`config.mk`:
```
export PLATFORM = sky130hd
export DESIGN_NAME = trafficlight_monitor_flat
export DESIGN_NICKNAME = d
export VERILOG_FILES = /design/src/rtl/trafficlight_monitor_if.sv /design/src/rtl/trafficlight_monitor.sv /design/src/flat_wrapper.sv
export SDC_FILE = /design/constraint.sdc
export NUM_CORES = 1
export LEC_CHECK = 0
export BUFFER_PORTS_ARGS = -buffer_cell sky130_fd_sc_hd__buf_4
export CORE_MARGIN = 3
export CORE_UTILIZATION = 34
export CTS_CLUSTER_SIZE = 10
export DETAILED_ROUTE_END_ITERATION = 12
export PLACE_DENSITY = 0.5
export SYNTH_ARGS = -nofsm -noshare
export SYNTH_HDL_FRONTEND = slang
export SYNTH_SLANG_ARGS = --single-unit
```
`constraint.sdc`:
```
create_clock -name clk -period 2.7 [get_ports clk]
set_input_delay 0 -clock clk [delete_from_list [all_inputs] [get_ports clk]]
set_output_delay 0 -clock clk [all_outputs]
set_load 0.05 [all_outputs]
```
`src/rtl/trafficlight_monitor_if.sv`:
```
// Lamp and fault bundle between the traffic-light controller side and the
// safety monitor.
interface trafficlight_monitor_if;
   logic       LaR, LaY, LaG;
   logic       LbR, LbY, LbG;
   logic       clr_fault;
   logic [5:0] fault_vec;
   logic       fault;
   logic       force_red;

   modport master (
      output LaR, LaY, LaG, LbR, LbY, LbG, clr_fault,
      input  fault_vec, fault, force_red
   );

   modport slave (
      input  LaR, LaY, LaG, LbR, LbY, LbG, clr_fault,
      output fault_vec, fault, force_red
   );
endinterface

```
`src/rtl/trafficlight_monitor.sv`:
```
// Safety monitor on the two-road lamp outputs: encoding, conflict, colour
// sequence and phase duration checks with sticky faults and an all-red request.
module trafficlight_monitor #(
   parameter int YELLOW_CYCLES = 2500,
   parameter int MIN_GREEN     = 2500,
   parameter int CNT_W         = 32
) (
   input logic                  clk,
   input logic                  rstn,
   trafficlight_monitor_if.slave bus
);
   typedef enum logic [1:0] {
      C_R = 2'd0,
      C_Y = 2'd1,
      C_G = 2'd2
   } colour_e;

   localparam logic [CNT_W-1:0] YEL  = CNT_W'(YELLOW_CYCLES);
   localparam logic [CNT_W-1:0] MING = CNT_W'(MIN_GREEN);
   localparam logic [CNT_W-1:0] ONE  = CNT_W'(1);

   logic [1:0][2:0]       lamps;
   logic [1:0]            oh;
   logic [1:0][1:0]       col;
   logic [1:0]            seq_f;
   logic [1:0]            tim_f;
   logic                  enc_f;
   logic                  conf_f;
   logic [5:0]            det;

   logic [1:0]            valid_q, valid_d;
   logic [1:0][1:0]       prev_q, prev_d;
   logic [1:0][CNT_W-1:0] dur_q, dur_d;
   logic [5:0]            fault_vec_q, fault_vec_d;
   logic                  fault_q;

   assign lamps[0] = {bus.LaR, bus.LaY, bus.LaG};
   assign lamps[1] = {bus.LbR, bus.LbY, bus.LbG};

   always_comb begin
      oh  = 2'b11;
      col = {C_R, C_R};
      for (int r = 0; r < 2; r++) begin
         unique case (lamps[r])
            3'b100:  col[r] = C_R;
            3'b010:  col[r] = C_Y;
            3'b001:  col[r] = C_G;
            default: oh[r]  = 1'b0;
         endcase
      end
   end

   always_comb begin
      valid_d = valid_q;
      prev_d  = prev_q;
      dur_d   = dur_q;
      seq_f   = 2'b00;
      tim_f   = 2'b00;
      enc_f   = ~&oh;
      conf_f  = &oh && (col[0] != C_R) && (col[1] != C_R);
      for (int r = 0; r < 2; r++) begin
         if (!oh[r]) begin
            valid_d[r] = 1'b0;
         end else if (!valid_q[r]) begin
            valid_d[r] = 1'b1;
            prev_d[r]  = col[r];
            dur_d[r]   = ONE;
         end else if (col[r] != prev_q[r]) begin
            seq_f[r] = !((prev_q[r] == C_G && col[r] == C_Y) ||
                         (prev_q[r] == C_Y && col[r] == C_R) ||
                         (prev_q[r] == C_R && col[r] == C_G));
            // Overlong yellow was already flagged while it was still on.
            if (prev_q[r] == C_G && col[r] == C_Y && dur_q[r] < MING)
               tim_f[r] = 1'b1;
            if (prev_q[r] == C_Y && col[r] == C_R && dur_q[r] < YEL)
               tim_f[r] = 1'b1;
            prev_d[r] = col[r];
            dur_d[r]  = ONE;
         end else begin
            if (col[r] == C_Y && dur_q[r] == YEL)
               tim_f[r] = 1'b1;
            if (dur_q[r] != '1)
               dur_d[r] = dur_q[r] + ONE;
         end
      end
      det         = {tim_f[1], tim_f[0], seq_f[1], seq_f[0], conf_f, enc_f};
      fault_vec_d = (bus.clr_fault ? 6'd0 : fault_vec_q) | det;
   end

   always_ff @(posedge clk or negedge rstn) begin
      if (!rstn) begin
         valid_q     <= 2'b00;
         prev_q      <= {C_R, C_R};
         dur_q       <= '0;
         fault_vec_q <= 6'd0;
         fault_q     <= 1'b0;
      end else begin
         valid_q     <= valid_d;
         prev_q      <= prev_d;
         dur_q       <= dur_d;
         fault_vec_q <= fault_vec_d;
         fault_q     <= |fault_vec_d;
      end
   end

   assign bus.fault_vec = fault_vec_q;
   assign bus.fault     = fault_q;
   assign bus.force_red = fault_q;
endmodule
```
`src/flat_wrapper.sv`:
```
// flat-port wrapper written by rule: the top's interface ports become plain ports
module trafficlight_monitor_flat 
#(
   parameter int YELLOW_CYCLES = 2500,
   parameter int MIN_GREEN     = 2500,
   parameter int CNT_W         = 32
)
  (clk, rstn, bus_LaR, bus_LaY, bus_LaG, bus_LbR, bus_LbY, bus_LbG, bus_clr_fault, bus_fault_vec, bus_fault, bus_force_red);
  trafficlight_monitor_if bus_i ();
  input logic clk;
  input logic rstn;
  input wire logic [$bits(bus_i.LaR)-1:0] bus_LaR;
  input wire logic [$bits(bus_i.LaY)-1:0] bus_LaY;
  input wire logic [$bits(bus_i.LaG)-1:0] bus_LaG;
  input wire logic [$bits(bus_i.LbR)-1:0] bus_LbR;
  input wire logic [$bits(bus_i.LbY)-1:0] bus_LbY;
  input wire logic [$bits(bus_i.LbG)-1:0] bus_LbG;
  input wire logic [$bits(bus_i.clr_fault)-1:0] bus_clr_fault;
  output wire logic [$bits(bus_i.fault_vec)-1:0] bus_fault_vec;
  output wire logic [$bits(bus_i.fault)-1:0] bus_fault;
  output wire logic [$bits(bus_i.force_red)-1:0] bus_force_red;
  assign bus_i.LaR = bus_LaR;
  assign bus_i.LaY = bus_LaY;
  assign bus_i.LaG = bus_LaG;
  assign bus_i.LbR = bus_LbR;
  assign bus_i.LbY = bus_LbY;
  assign bus_i.LbG = bus_LbG;
  assign bus_i.clr_fault = bus_clr_fault;
  assign bus_fault_vec = bus_i.fault_vec;
  assign bus_fault = bus_i.fault;
  assign bus_force_red = bus_i.force_red;
  trafficlight_monitor #(.YELLOW_CYCLES(YELLOW_CYCLES), .MIN_GREEN(MIN_GREEN), .CNT_W(CNT_W)) u_core (.clk(clk), .rstn(rstn), .bus(bus_i));
endmodule
```
==> flow_summary.json, run 1 <==
{
  "status": "finished clean",
  "ys_warn_count": 0,
  "holdCritPathClass": "in2reg",
  "ys_top_cells_by_area": "dfrtp_1, xor2_1, nor2_1",
  "dieWidth_um": 123,
  "met2_usage": 0.240,
  "worstMarginPinSlew_ps": 977,
  "dpl_cell_area_um2": 4980,
  "crit_fanout": 13,
  "core.rowCount": 42,
  "hold_ws_ps": 14.5,
  "min_period_over_period": 0.906,
  "firstDrtPassIters": 4,
  "ir_drop_v": 0.000319,
  "final_nets": 563,
  "grt_pass1_wl_mm": 19.6,
  "holdPathStages": 2,
  "yosysSeqAreaShare": 0.415,
  "max_stage_delay_ps": 610,
  "overflow": 0,
  "r2r_start": "u_core.dur_q[50]$_DFFE_PN0P_",
  "yosysUniqueCellTypes": 55,
  "reg2reg_depth": 6,
  "stdcell_area_um2": 5360,
  "ys_ff_latch": 77,
  "area_growth_pct": 15.3,
  "cts_tree": "built",
  "setup_viol": 0,
  "maxSlewHeadroom": 0.349,
  "maxCapViolCount": 0,
  "gp_congestion": 0.865,
  "vias_per_cell": 5.56,
  "cts_buffer_depth": 2,
  "vias": 4063,
  "syn-num-nets": 546,
  "synth_most_common_cell": "dfrtp_1",
  "root_buffer": "clkbuf_16",
  "cts_made_buffers": 9,
  "hold_end": "u_core.prev_q[1]$_DFFE_PN0P_",
  "holdBufCountCts": 3,
  "clock_sinks": 77,
  "cpMostUsedCell": "or4_1",
  "cp-end-kind": "flop",
  "finalWirelength_mm": 11.6,
  "cp-start-kind": "flop",
  "antennaDiodeCount": 0,
  "cp.arrival_ps": 2660,
  "setup_ws_ps": 254,
  "cp_slowest_cell": "or4_1",
  "hp-start": "bus_LaR",
  "grt_pass1_vias": 3812,
  "dpl.hpwl_mm": 8.00,
  "worstSetupPathType": "reg2reg",
  "drtIter0Drc": 383,
  "top_usage_layer": "met1",
  "worstSkewPairLatency_ps": 330,
  "synthArstFlopShare": 1.00,
  "synth_cells": 533,
  "dieArea_um2": 15100,
  "grt_max_degree": 78,
  "ys_top_cells_by_count": "dfrtp_1, nor2_1, nand2_1",
  "clk_pin_slew_ps": 60,
  "cts_max_level": 3,
  "place_inst": 712,
  "synth_top_flop_cell": "dfrtp_1",
  "synth_top_area_cell": "dfrtp_1",
  "antenna_found_initial": 0,
  "io_pins": 17,
  "synth_top_area_share": 0.415,
  "use_met1": 0.242,
  "drtAntennaViolNets": 0,
  "wire_per_inst_um": 15.9,
  "place.port_buffers": 16,
  "fin_crit_ps": 2450,
  "fmax_mhz": 409,
  "fill_cells": 1320,
  "rsz0062_at_grt": "no",
  "synth-edff-count": 0,
  "start_util": 0.349,
  "pre_cts_slack_ps": 300,
  "r2r_slack_ps": 250,
  "drc": 0,
  "path_cells": "nand4_2 -> or4_1 -> or3_4 -> o21ai_2 -> or4_1 -> a21oi_1",
  "fin_skew_ps": 8.49,
  "p_leak_nw": 2.21,
  "p_per_area_nw_per_um2": 561,
  "synth_area_per_cell_um2": 8.71,
  "met3_usage": 0.0244,
  "hold_viol": 0,
  "gr-usage-all-layers": 0.162,
  "fin_tns_setup_ps": 0,
  "cts_resized": 0,
  "core_um2": 13300,
  "r2r-end": "u_core.dur_q[43]$_DFFE_PN0P_",
  "syn-cell-area_um2": 4640,
  "die_h_um": 123,
  "final_cells": 731,
  "drive_gt1_frac": 0.103,
  "cts_setup_buffers": 0,
  "maxSlewViolCount": 0,
  "required_ps": 2910
}
[area by class of cell]
| type | instances | area (um2) | area share |
|---|---|---|---|
| Inverter | 15 | 56.3 | 0.0105 |
| Clock buffer | 10 | 229 | 0.0428 |
| Timing Repair Buffer | 39 | 300 | 0.0561 |
| Tap cell | 176 | 220 | 0.0411 |
| Clock inverter | 6 | 111 | 0.0208 |
| Multi-Input combinational cell | 408 | 2510 | 0.469 |
| Sequential cell | 77 | 1930 | 0.360 |
[critical path: cells and delay by family (launching register included)]
family | cells | cell delay [ps]
AOI/OAI and AO/OA | 2 | 430
and+or+nand+nor | 4 | 1470
DFF | 1 | 430
[worst max path at each step]
stage                                 start                            to  slack, ps  cells past startpoint
2_1_floorplan  u_core.dur_q[50]$_DFFE_PN0P_  u_core.dur_q[48]$_DFFE_PN0P_        420                      8
3_5_place_dp   u_core.dur_q[50]$_DFFE_PN0P_  u_core.dur_q[53]$_DFFE_PN0P_        300                      6
3_3_place_gp   u_core.dur_q[50]$_DFFE_PN0P_  u_core.dur_q[47]$_DFFE_PN0P_        360                      6
6_report       u_core.dur_q[50]$_DFFE_PN0P_  u_core.dur_q[43]$_DFFE_PN0P_        250                      6
4_1_cts        u_core.dur_q[50]$_DFFE_PN0P_  u_core.dur_q[43]$_DFFE_PN0P_        270                      6
5_1_grt        u_core.dur_q[50]$_DFFE_PN0P_  u_core.dur_q[40]$_DFFE_PN0P_         90                      6
[report_power, final]
part,internal (mW),switching (mW),total [mW]
clock,0.903,0.468,1.37
combinational,0.130,0.258,0.388
sequential,1.19,0.0533,1.25
[cells in the final DEF (no fill, tap or decap), types with 16 or more instances in the layout]
cell type and n:
nor2_1 55, buf_4 36, and3_1 19, nand3_1 30
nand2_1 41, xor2_1 29, o21ai_0 29, nand4_1 28
a21oi_1 16, dfrtp_1 77
[flip-flops by register name (all words and copies together) (netlist names)]
register,count
u_core.bus.fault,1
u_core.bus.fault_vec,6
u_core.dur_q,64
u_core.prev_q,4
u_core.valid_q,2
[kinds of logic after synthesis]
family	count (synthesis)	share of synthesized area
buf+inv	48	0.0444
fa+ha+maj	4	0.0108
simple gates	248	0.284
xor+xnor	43	0.0811
mux	1	0.00216
compound gates	112	0.163
flops	77	0.415
[layer usage]
layer  part of all wire  vias up
met5                  0        -
met4             0.0077        0
met3              0.032        6
met2               0.45       51
met1               0.51     1982
li1                   -     2024
[through the flow]
stage,power [mW],util
2_1_floorplan,1.51,-
3_3_place_gp,1.65,0.375
3_5_place_dp,1.65,0.375
4_1_cts,3.05,0.403
5_1_grt,3.15,0.403
6_report,3.00,0.403
(Power assumes the default switching activity.)
==> run 2, diff against run 1 <==
RECOVER_POWER = 25   (was default)
==> run 2 against run 1 <==
Compared with the run above: the flow now finishes with violations (max-capacitance violations, max-slew violations); first-iteration DRC count increased by 1.6%; total power decreased by 0.19%; hold slack got worse by 4.1 ps; critical path depth unchanged; non-clock buffer count unchanged; sequential share of layout area increased by 0.25 points; core utilization decreased by 0.27 points; setup slack improved by 0.68 ps; die area unchanged; final area decreased by 0.68%; via count decreased by 0.15%; global-route usage unchanged; critical path type unchanged; largest cell class unchanged; largest power group unchanged.
==> flow_summary.json, run 2 (same netlist as run 1, synthesis figures left out) <==
{
  "fin_crit_ps": 2440,
  "status": "finished, violations left",
  "gr-usage-all-layers": 0.162,
  "grt_max_degree": 78,
  "worstSkewPairLatency_ps": 340,
  "largest_register_ffs": 64,
  "drtAntennaViolNets": 0,
  "area_growth_pct": 14.5,
  "io_pins": 17,
  "reg2reg_depth": 6,
  "final_common_cell": "dfrtp_1",
  "finalWirelength_mm": 11.6,
  "worstMarginPinSlew_ps": 1900,
  "place.port_buffers": 16,
  "core.rowCount": 42,
  "r2r_slack_ps": 260,
  "gp_congestion": 0.865,
  "vias_per_cell": 5.55,
  "vias": 4057,
  "violations": "max-capacitance violations, max-slew violations",
  "setup_viol": 0,
  "grt_pass1_vias": 3812,
  "top_register": "u_core.dur_q",
  "antenna_found_initial": 0,
  "hold_viol": 0,
  "root_buffer": "clkbuf_16",
  "fin_skew_ps": 9.19,
  "firstDrtPassIters": 4,
  "dpl.hpwl_mm": 8.00,
  "start_util": 0.349,
  "fmax_mhz": 409,
  "met1_length_mm": 5.91,
  "p_per_area_nw_per_um2": 564,
  "cp.arrival_ps": 2660,
  "highest_layer": "met4",
  "dpl_cell_area_um2": 4980,
  "overflow": 0,
  "hp-start": "bus_LaR",
  "maxSlewViolCount": 78,
  "cts_tree": "built",
  "final_cell_mix": "dfrtp_1, nor2_1, nand2_1",
  "cts_made_buffers": 9,
  "wire_per_inst_um": 15.9,
  "final_nets": 563,
  "drc": 0,
  "wl_met2_mm": 5.23,
  "stdcell_area_um2": 5320,
  "maxSlewHeadroom": -0.267,
  "ir_drop_v": 0.000323,
  "cp-start-kind": "flop",
  "die_h_um": 123,
  "dieArea_um2": 15100,
  "min_period_over_period": 0.905,
  "clock_sinks": 77,
  "holdCritPathClass": "in2reg",
  "fin_tns_setup_ps": 0,
  "r2r_start": "u_core.dur_q[50]$_DFFE_PN0P_",
  "maxCapViolCount": 1,
  "core_um2": 13300,
  "drtIter0Drc": 389,
  "clk_pin_slew_ps": 60,
  "hold_end": "u_core.prev_q[1]$_DFFE_PN0P_",
  "met3_length_um": 415,
  "p_leak_nw": 2.18,
  "holdPathStages": 2,
  "cp-end-kind": "flop",
  "cts_setup_buffers": 0,
  "antennaDiodeCount": 0,
  "cts_max_level": 3,
  "crit_fanout": 13,
  "r2r-end": "u_core.dur_q[47]$_DFFE_PN0P_",
  "dieWidth_um": 123,
  "worstSetupPathType": "reg2reg",
  "drive_gt1_frac": 0.0865,
  "rsz0062_at_grt": "no",
  "cts_buffer_depth": 2,
  "hold_ws_ps": 10.4,
  "required_ps": 2910,
  "grt_pass1_wl_mm": 19.6
}
## run 2: cell types whose count changed in the layout (fill, tap and decap cells not counted), sizes merged
cell    change
clkbuf     +10
buf        -10
## run 2: worst max-delay path by stage
| stage | cells after the start | end | startpoint | slack, ps |
|---|---|---|---|---|
| after floorplan | 8 | u_core.dur_q[48]$_DFFE_PN0P_ | u_core.dur_q[50]$_DFFE_PN0P_ | 420 |
| after global placement | 6 | u_core.dur_q[47]$_DFFE_PN0P_ | u_core.dur_q[50]$_DFFE_PN0P_ | 360 |
| after detailed placement | 6 | u_core.dur_q[53]$_DFFE_PN0P_ | u_core.dur_q[50]$_DFFE_PN0P_ | 300 |
| after CTS | 6 | u_core.dur_q[43]$_DFFE_PN0P_ | u_core.dur_q[50]$_DFFE_PN0P_ | 270 |
| after global routing | 6 | u_core.dur_q[40]$_DFFE_PN0P_ | u_core.dur_q[50]$_DFFE_PN0P_ | 90 |
| final | 6 | u_core.dur_q[47]$_DFFE_PN0P_ | u_core.dur_q[50]$_DFFE_PN0P_ | 260 |
## run 2: stage by stage
step	util	instances	worst slack (ps)	total power, mW
floorplan	-	533	424	1.51
global placement	0.375	712	355	1.65
detailed placement	0.375	712	300	1.65
CTS	0.403	731	269	3.05
global route	0.400	731	86.5	3.14
finish	0.400	731	255	3.00
## run 2: critical path, stage by stage (launching register included)
cell and delay (ps):
dfrtp_1 430, nand4_2 170, or4_1 600, or3_4 500, o21ai_2 370, or4_1 180
a21oi_1 60
## run 2: routing by layer
metal  GRT usage  vias to the layer above
li1            -                     2023
met1       0.242                     1968
met2       0.240                       61
met3      0.0244                        5
met4      0.0546                        0
met5           0                        -
## run 2: layout make-up
cell class              count  area (um2)
fillers                  1331        7980
multi-input cells         408        2510
flip-flops and latches     77        1930
repair buffers             39         264
clock buffers              10         229
well taps                 176         220
clock inverters             6         111
inverters                  15        56.3
## run 2: repair_timing
item	4_1_cts	5_1_grt
hold endpoints to repair	80	0
gates resized for setup	0	0
hold buffers	3	0
## run 2: power breakdown
part	switching [mW]	internal (mW)
clock	0.471	0.903
sequential	0.0531	1.19
combinational	0.258	0.120
total	0.783	2.22
